[src/rtl/dma_burst_ctrl_if.sv]
// Memory-bus side of the burst DMA controller: arbiter grant,
// memory handshake and the word strobe/address towards the device.
interface dma_burst_ctrl_if #(
    parameter int WORD_SIZE = 16
);
    logic                 br;
    logic                 bg;
    logic                 mem_ready;
    logic                 mtoe;
    logic [WORD_SIZE-1:0] memory_address;

    modport master (
        output br,
        output mtoe,
        output memory_address,
        input  bg,
        input  mem_ready
    );

    modport slave (
        input  br,
        input  mtoe,
        input  memory_address,
        output bg,
        output mem_ready
    );
endinterface

[src/rtl/dma_burst_ctrl.sv]
// Burst DMA controller: streams a latched word range from memory to the
// external device in fixed bursts, optionally yielding the bus in between.
module dma_burst_ctrl #(
    parameter int WORD_SIZE   = 16,
    parameter int LEN_W       = 8,
    parameter int BURST_LEN   = 4,
    parameter int CYCLE_STEAL = 1
) (
    input  logic                 clk,
    input  logic                 reset,
    input  logic                 begin_dma,
    input  logic [WORD_SIZE-1:0] length,
    input  logic [WORD_SIZE-1:0] target_address,
    dma_burst_ctrl_if.master     bus,
    output logic [LEN_W-1:0]     index,
    output logic                 busy,
    output logic                 dma_end
);

    typedef enum logic [2:0] {
        IDLE,
        REQ,
        XFER,
        RELEASE,
        DONE
    } state_t;

    localparam int BW = (BURST_LEN > 1) ? $clog2(BURST_LEN) : 1;
    localparam logic [BW-1:0] B_LAST = BW'(BURST_LEN - 1);

    state_t               state;
    logic [BW-1:0]        bcnt;
    logic [WORD_SIZE-1:0] base;
    logic [LEN_W-1:0]     len;
    logic                 br_q;
    logic                 mtoe_q;
    logic                 last_word;
    logic                 len_unused;

    // Only the low LEN_W bits of length select the word count.
    assign len_unused = ^length[WORD_SIZE-1:LEN_W];

    assign last_word          = (index == len - 1'b1);
    assign bus.br             = br_q;
    assign bus.mtoe           = mtoe_q;
    assign bus.memory_address = base + WORD_SIZE'(index);

    always_ff @(posedge clk or posedge reset) begin
        if (reset) begin
            state   <= IDLE;
            bcnt    <= '0;
            base    <= '0;
            len     <= '0;
            index   <= '0;
            br_q    <= 1'b0;
            mtoe_q  <= 1'b0;
            busy    <= 1'b0;
            dma_end <= 1'b0;
        end else begin
            unique case (state)
                IDLE: begin
                    if (begin_dma) begin
                        base  <= target_address;
                        len   <= length[LEN_W-1:0];
                        index <= '0;
                        bcnt  <= '0;
                        busy  <= 1'b1;
                        if (length[LEN_W-1:0] == '0) begin
                            state   <= DONE;
                            dma_end <= 1'b1;
                        end else begin
                            state <= REQ;
                            br_q  <= 1'b1;
                        end
                    end
                end
                REQ: begin
                    if (bus.bg) begin
                        state  <= XFER;
                        mtoe_q <= 1'b1;
                    end
                end
                XFER: begin
                    // A withdrawn grant wins over a completing word.
                    if (!bus.bg) begin
                        state  <= REQ;
                        mtoe_q <= 1'b0;
                    end else if (bus.mem_ready) begin
                        bcnt <= (bcnt == B_LAST) ? '0 : bcnt + 1'b1;
                        if (last_word) begin
                            state   <= DONE;
                            br_q    <= 1'b0;
                            mtoe_q  <= 1'b0;
                            dma_end <= 1'b1;
                            index   <= '0;
                        end else begin
                            index <= index + 1'b1;
                            if (bcnt == B_LAST && CYCLE_STEAL != 0) begin
                                state  <= RELEASE;
                                br_q   <= 1'b0;
                                mtoe_q <= 1'b0;
                            end
                        end
                    end
                end
                RELEASE: begin
                    state <= REQ;
                    br_q  <= 1'b1;
                end
                DONE: begin
                    state   <= IDLE;
                    dma_end <= 1'b0;
                    busy    <= 1'b0;
                end
                default: state <= IDLE;
            endcase
        end
    end

endmodule

[src/flat_wrapper.sv]
// flat-port wrapper written by rule: the top's interface ports become plain ports
module dma_burst_ctrl_flat 
#(
    parameter int WORD_SIZE   = 16,
    parameter int LEN_W       = 8,
    parameter int BURST_LEN   = 4,
    parameter int CYCLE_STEAL = 1
)
  (clk, reset, begin_dma, length, target_address, index, busy, dma_end, bus_br, bus_mtoe, bus_memory_address, bus_bg, bus_mem_ready);
  dma_burst_ctrl_if #(.WORD_SIZE(WORD_SIZE)) bus_i ();
  input  logic clk;
  input  logic reset;
  input  logic begin_dma;
  input  logic [WORD_SIZE-1:0] length;
  input  logic [WORD_SIZE-1:0] target_address;
  output logic [LEN_W-1:0] index;
  output logic busy;
  output logic dma_end;
  output wire logic [$bits(bus_i.br)-1:0] bus_br;
  output wire logic [$bits(bus_i.mtoe)-1:0] bus_mtoe;
  output wire logic [$bits(bus_i.memory_address)-1:0] bus_memory_address;
  input wire logic [$bits(bus_i.bg)-1:0] bus_bg;
  input wire logic [$bits(bus_i.mem_ready)-1:0] bus_mem_ready;
  assign bus_br = bus_i.br;
  assign bus_mtoe = bus_i.mtoe;
  assign bus_memory_address = bus_i.memory_address;
  assign bus_i.bg = bus_bg;
  assign bus_i.mem_ready = bus_mem_ready;
  dma_burst_ctrl #(.WORD_SIZE(WORD_SIZE), .LEN_W(LEN_W), .BURST_LEN(BURST_LEN), .CYCLE_STEAL(CYCLE_STEAL)) u_core (.clk(clk), .reset(reset), .begin_dma(begin_dma), .length(length), .target_address(target_address), .bus(bus_i), .index(index), .busy(busy), .dma_end(dma_end));
endmodule
[config.mk]
export PLATFORM = sky130hd
export DESIGN_NAME = dma_burst_ctrl_flat
export DESIGN_NICKNAME = d
export VERILOG_FILES = /design/src/rtl/dma_burst_ctrl_if.sv /design/src/rtl/dma_burst_ctrl.sv /design/src/flat_wrapper.sv
export SDC_FILE = /design/constraint.sdc
export NUM_CORES = 1
export LEC_CHECK = 0
export BUFFER_PORTS_ARGS = -buffer_cell sky130_fd_sc_hd__buf_4
export CAP_MARGIN = 20
export CELL_PAD_IN_SITES_DETAIL_PLACEMENT = 1
export CELL_PAD_IN_SITES_GLOBAL_PLACEMENT = 2
export CORE_ASPECT_RATIO = 1.5
export CORE_MARGIN = 4
export CORE_UTILIZATION = 25
export CTS_CLUSTER_SIZE = 8
export DETAILED_ROUTE_END_ITERATION = 10
export PLACE_DENSITY_LB_ADDON = 0.2
export SLEW_MARGIN = 10
export SYNTH_ARGS = -nofsm -noshare
export SYNTH_HDL_FRONTEND = slang
export SYNTH_SLANG_ARGS = --single-unit
[constraint.sdc]
create_clock -name clk -period 6.8 [get_ports clk]
set_input_delay 1.02 -clock clk [delete_from_list [all_inputs] [get_ports clk]]
set_output_delay 1.02 -clock clk [all_outputs]
set_load 0.005 [all_outputs]
==> impl_metrics.toml <==
[critical_path]
cp_num_buf_inv = 2
timing.critical_path.to = "bus_memory_address[10]"
worst_setup_start_kind = "register"
crit-reg2reg-capture = "u_core.index[5]$_DFFE_PP0P_"
critPathMaxFanout = 8
worst_ep_arrival_time_ns = 2.88
ff2ff_setup_slack_ns = 4.48
timing.critical_path.cells = "ha_1 -> inv_1 -> fa_1 -> nor2b_1 -> o21ai_0 -> a21oi_1 -> o21ai_0 -> a21oi_1 -> nand3_1 -> xnor2_1 -> buf_4"
required_ns = 5.78
worst_path_max_delay_cell = "sky130_fd_sc_hd__dfrtp_1"
worstSetupEndpointType = "output pin"
reg2reg_from = "u_core.len[0]$_DFFE_PP0P_"
number_of_cell_instances_on_the_worst_register_to_register_path = 9
worst_path_top_cell_family_by_delay = "compound AO/OA/AOI/OAI gates"
crit_cells = 11
max_stage_delay_ns = 0.50
critical_setup_path_class = "register to output pin"
launch_point_of_the_critical_path = "u_core.index[0]$_DFFE_PP0P_"

[pwr]
power_frac_seq = 0.357
power.total_mw = 1.225
vdd_ir_drop_max_v = 0.0001195
switching_share = 0.3758
power_density_over_cell_area_mw_per_mm2 = 376.8
pwr-share-comb = 0.463
share_clk_of_total_power = 0.180
p_leak_nw = 1.435
net_switching_power_uw = 460.5
cellInternalPower_uw = 764.9

[floorplanning]
start_util = 0.2549
fp.coreArea_mm2 = 0.01008
design.die.area_mm2 = 0.01199
fp-row-count = 45
die_height_um = 132.1
die-width_um = 90.77
floorplan.io_pins = 65

[clock_tree]
tritoncts_num_sinks = 41
h-tree-depth = 2
cts-root-to-sink-buffers = 2
cts_repair_resize_count = 0
postCtsSetupBuffers = 0
tritoncts_clock_tree = "done"
source_to_sink_clock_delay_at_the_later_pin_of_the_worst_skew_pair_ns = 0.28
numCtsBuffers = 5
root_buffer = "sky130_fd_sc_hd__clkbuf_16"
cts.clk_slew.worst_paths_ns = 0.06
postCtsHoldBufs = 0

[global_routing]
grt_use_total = 0.1183
via_count_of_the_first_global_routing_pass = 2267
grt_first_pass_wirelength_um = 11390
antenna_found_initial = 0
grt_overflow_total = 0
grt_start_max_net_pins = 42

[routing]
dr_total_vias = 2129
drcViolationCount = 0
drt_pass1_iterations = 4
drt_iter0_drc = 36
post_drt_via_cell_ratio = 4.872
routedWlPerCell_um = 15.16
route.final.wire_length_um = 6627
antenna_left = 0

[synth]
syn_nets = 313
proportion_of_register_bits_with_asynchronous_set_or_reset_after_synthesis = 1.000
ys.flop_type = "sky130_fd_sc_hd__dfrtp_1"
synthesis.area_mm2 = 0.002569
syn_inst = 264
syn-mean-instance-area_um2 = 9.730
netlist.top_cell.by_area = "sky130_fd_sc_hd__dfrtp_1"
postSynthRegisterBits = 41
synth-seq-area-share = 0.3994
synthDistinctLibCells = 47
synth.top_cells.by_area = "sky130_fd_sc_hd__dfrtp_1 (40%), sky130_fd_sc_hd__mux2_2 (8.8%), sky130_fd_sc_hd__xnor2_1 (6.5%)"
synth-edff-count = 0
synthesis_warnings = 0
top_cell_type_s_share_of_synthesized_area = 0.3994

[min_path]
hold_class = "register to register"
worstHoldPathCells = 2

[timing]
grt_setup_unrepaired = "no"
final_period_minus_worst_setup_slack_ns = 3.901
fin_skew_ns = 0.007872
report.final.slew_viol_count = 0
max-slew-margin-rel = 0.6157
timing.final.crit_share = 0.5737
worst_pin_slew_ns = 0.5764
hold_viol = 0
tns_ns = 0
max_clk_rate_mhz = 256.3
report.final.setup_viol = 0

[place]
detailedPlacementHpwl_um = 5244
io_buffers = 56
gp_routability_congestion = 0.7708

[cells_and_area]
fill_cells = 1174
area_growth_syn_to_layout_pct = 26.60
num_antenna_cells = 0
final_net_count = 370
multi_input_area_mm2 = 0.001458
sequential_cell_area_mm2 = 0.001026
post_route_cells_drive_above_1_share = 0.3031

[flow_run]
maxCapViolCount = 0

[outcome]
run_status = "complete, no violations"
[power by group through the flow]
stage	clock, mW	combinational, mW	sequential, mW
4_1_cts	0.231	0.583	0.441
3_5_place_dp	0	0.580	0.444
5_1_grt	0.240	0.640	0.454
2_1_floorplan	0	0.405	0.405
3_3_place_gp	0	0.568	0.442
6_report	0.221	0.568	0.437
[worst min path at each step]
stage / startpoint / endpoint / slack (ns)
after detailed placement: u_core.bcnt[1]$_DFFE_PP0P_ / u_core.bcnt[1]$_DFFE_PP0P_ / 0.48
after floorplan: u_core.bcnt[1]$_DFFE_PP0P_ / u_core.bcnt[1]$_DFFE_PP0P_ / 0.44
after CTS: u_core.bcnt[1]$_DFFE_PP0P_ / u_core.bcnt[1]$_DFFE_PP0P_ / 0.51
after global routing: u_core.base[4]$_DFFE_PP0P_ / u_core.base[4]$_DFFE_PP0P_ / 0.53
final: u_core.bcnt[1]$_DFFE_PP0P_ / u_core.bcnt[1]$_DFFE_PP0P_ / 0.50
after global placement: u_core.bcnt[1]$_DFFE_PP0P_ / u_core.bcnt[1]$_DFFE_PP0P_ / 0.46
[Yosys cell counts, types with 2 or more instances]
| master | count |
|---|---|
| sky130_fd_sc_hd__and2_1 | 2 |
| sky130_fd_sc_hd__o22ai_1 | 2 |
| sky130_fd_sc_hd__dfrtp_1 | 41 |
| sky130_fd_sc_hd__and3_1 | 3 |
| sky130_fd_sc_hd__xor2_1 | 9 |
| sky130_fd_sc_hd__inv_1 | 15 |
| sky130_fd_sc_hd__nand4_1 | 4 |
| sky130_fd_sc_hd__nor2b_1 | 2 |
| sky130_fd_sc_hd__nor4_1 | 5 |
| sky130_fd_sc_hd__nor2_1 | 19 |
| sky130_fd_sc_hd__a31oi_1 | 6 |
| sky130_fd_sc_hd__nand2_1 | 25 |
| sky130_fd_sc_hd__o211ai_1 | 2 |
| sky130_fd_sc_hd__or2_2 | 2 |
| sky130_fd_sc_hd__buf_2 | 4 |
| sky130_fd_sc_hd__ha_1 | 11 |
| sky130_fd_sc_hd__o21ai_0 | 13 |
| sky130_fd_sc_hd__a21oi_1 | 10 |
| sky130_fd_sc_hd__nor3_1 | 5 |
| sky130_fd_sc_hd__a21o_1 | 3 |
| sky130_fd_sc_hd__xnor2_1 | 19 |
| sky130_fd_sc_hd__mux2_2 | 20 |
| sky130_fd_sc_hd__nand2b_1 | 8 |
| sky130_fd_sc_hd__nand3_1 | 6 |
| sky130_fd_sc_hd__nor3_2 | 3 |
| sky130_fd_sc_hd__clkbuf_1 | 4 |
[metal layers]
layer,GRT usage,wire length (um),vias up
li1,-,-,1033
met1,0.1242,2499,1051
met2,0.2229,3699,37
met3,0.02970,288,8
met4,0.04514,139,0
met5,0,0,-
[worst min-delay path, cell delays in order, from the launching register on]
cell and delay [ns]:
sky130_fd_sc_hd__dfrtp_1 0.36, sky130_fd_sc_hd__nand2_1 0.06, sky130_fd_sc_hd__nand2_1 0.05
[registers in the layout, indices dropped and copies added, names as in the netlist]
signal           count
u_core.base         16
u_core.bcnt          2
u_core.bus.br        1
u_core.bus.mtoe      1
u_core.busy          1
u_core.dma_end       1
u_core.index         8
u_core.len           8
u_core.state         3
[kinds of logic (layout without fill, tap and decap cells)]
logic type | Yosys count | count (layout) | synth area share
flops | 41 | 41 | 0.3994
buf+inv | 23 | 79 | 0.03555
compound gates | 50 | 50 | 0.1325
xor+xnor | 29 | 29 | 0.1018
simple gates | 89 | 89 | 0.1817
fa+ha+maj | 12 | 12 | 0.06137
mux | 20 | 20 | 0.08768
[cells in the final DEF, fill, tap and decap left out, drive strengths merged, types with 4 or more instances in the layout]
cell type  Yosys  routed
buf            4      58
dfrtp         41      41
nand2         25      25
mux2          20      20
nor2          19      19
xnor2         19      19
o21ai         15      15
inv           15      14
ha            11      11
a21oi         11      11
xor2          10      10
nand2b         8       8
nor3           8       8
nand3          6       6
a31oi          6       6
nor4           6       6
clkbuf         4       5
nand4          4       4
[cell type report]
type | instances | area share
clock buffers | 5 | 0.03848
clock inverters | 1 | 0.001539
inverters | 15 | 0.01731
multi-input cells | 200 | 0.4482
flip-flops and latches | 41 | 0.3155
well taps | 117 | 0.04502
repair buffers | 58 | 0.1339
[metrics by stage]
step	utilization	std cells	cell area [um^2]	setup WS [ns]	hold WS (ns)
finish	0.3227	437	3252	2.899	0.5034
floorplan	-	264	2569	3.697	0.4428
CTS	0.3227	437	3252	2.844	0.5052
global placement	0.3097	431	3122	3.164	0.4588
global route	0.3227	437	3252	2.582	0.5314
detailed placement	0.3097	431	3122	3.174	0.4752
Note: power is estimated with default switching activity, not from simulation.
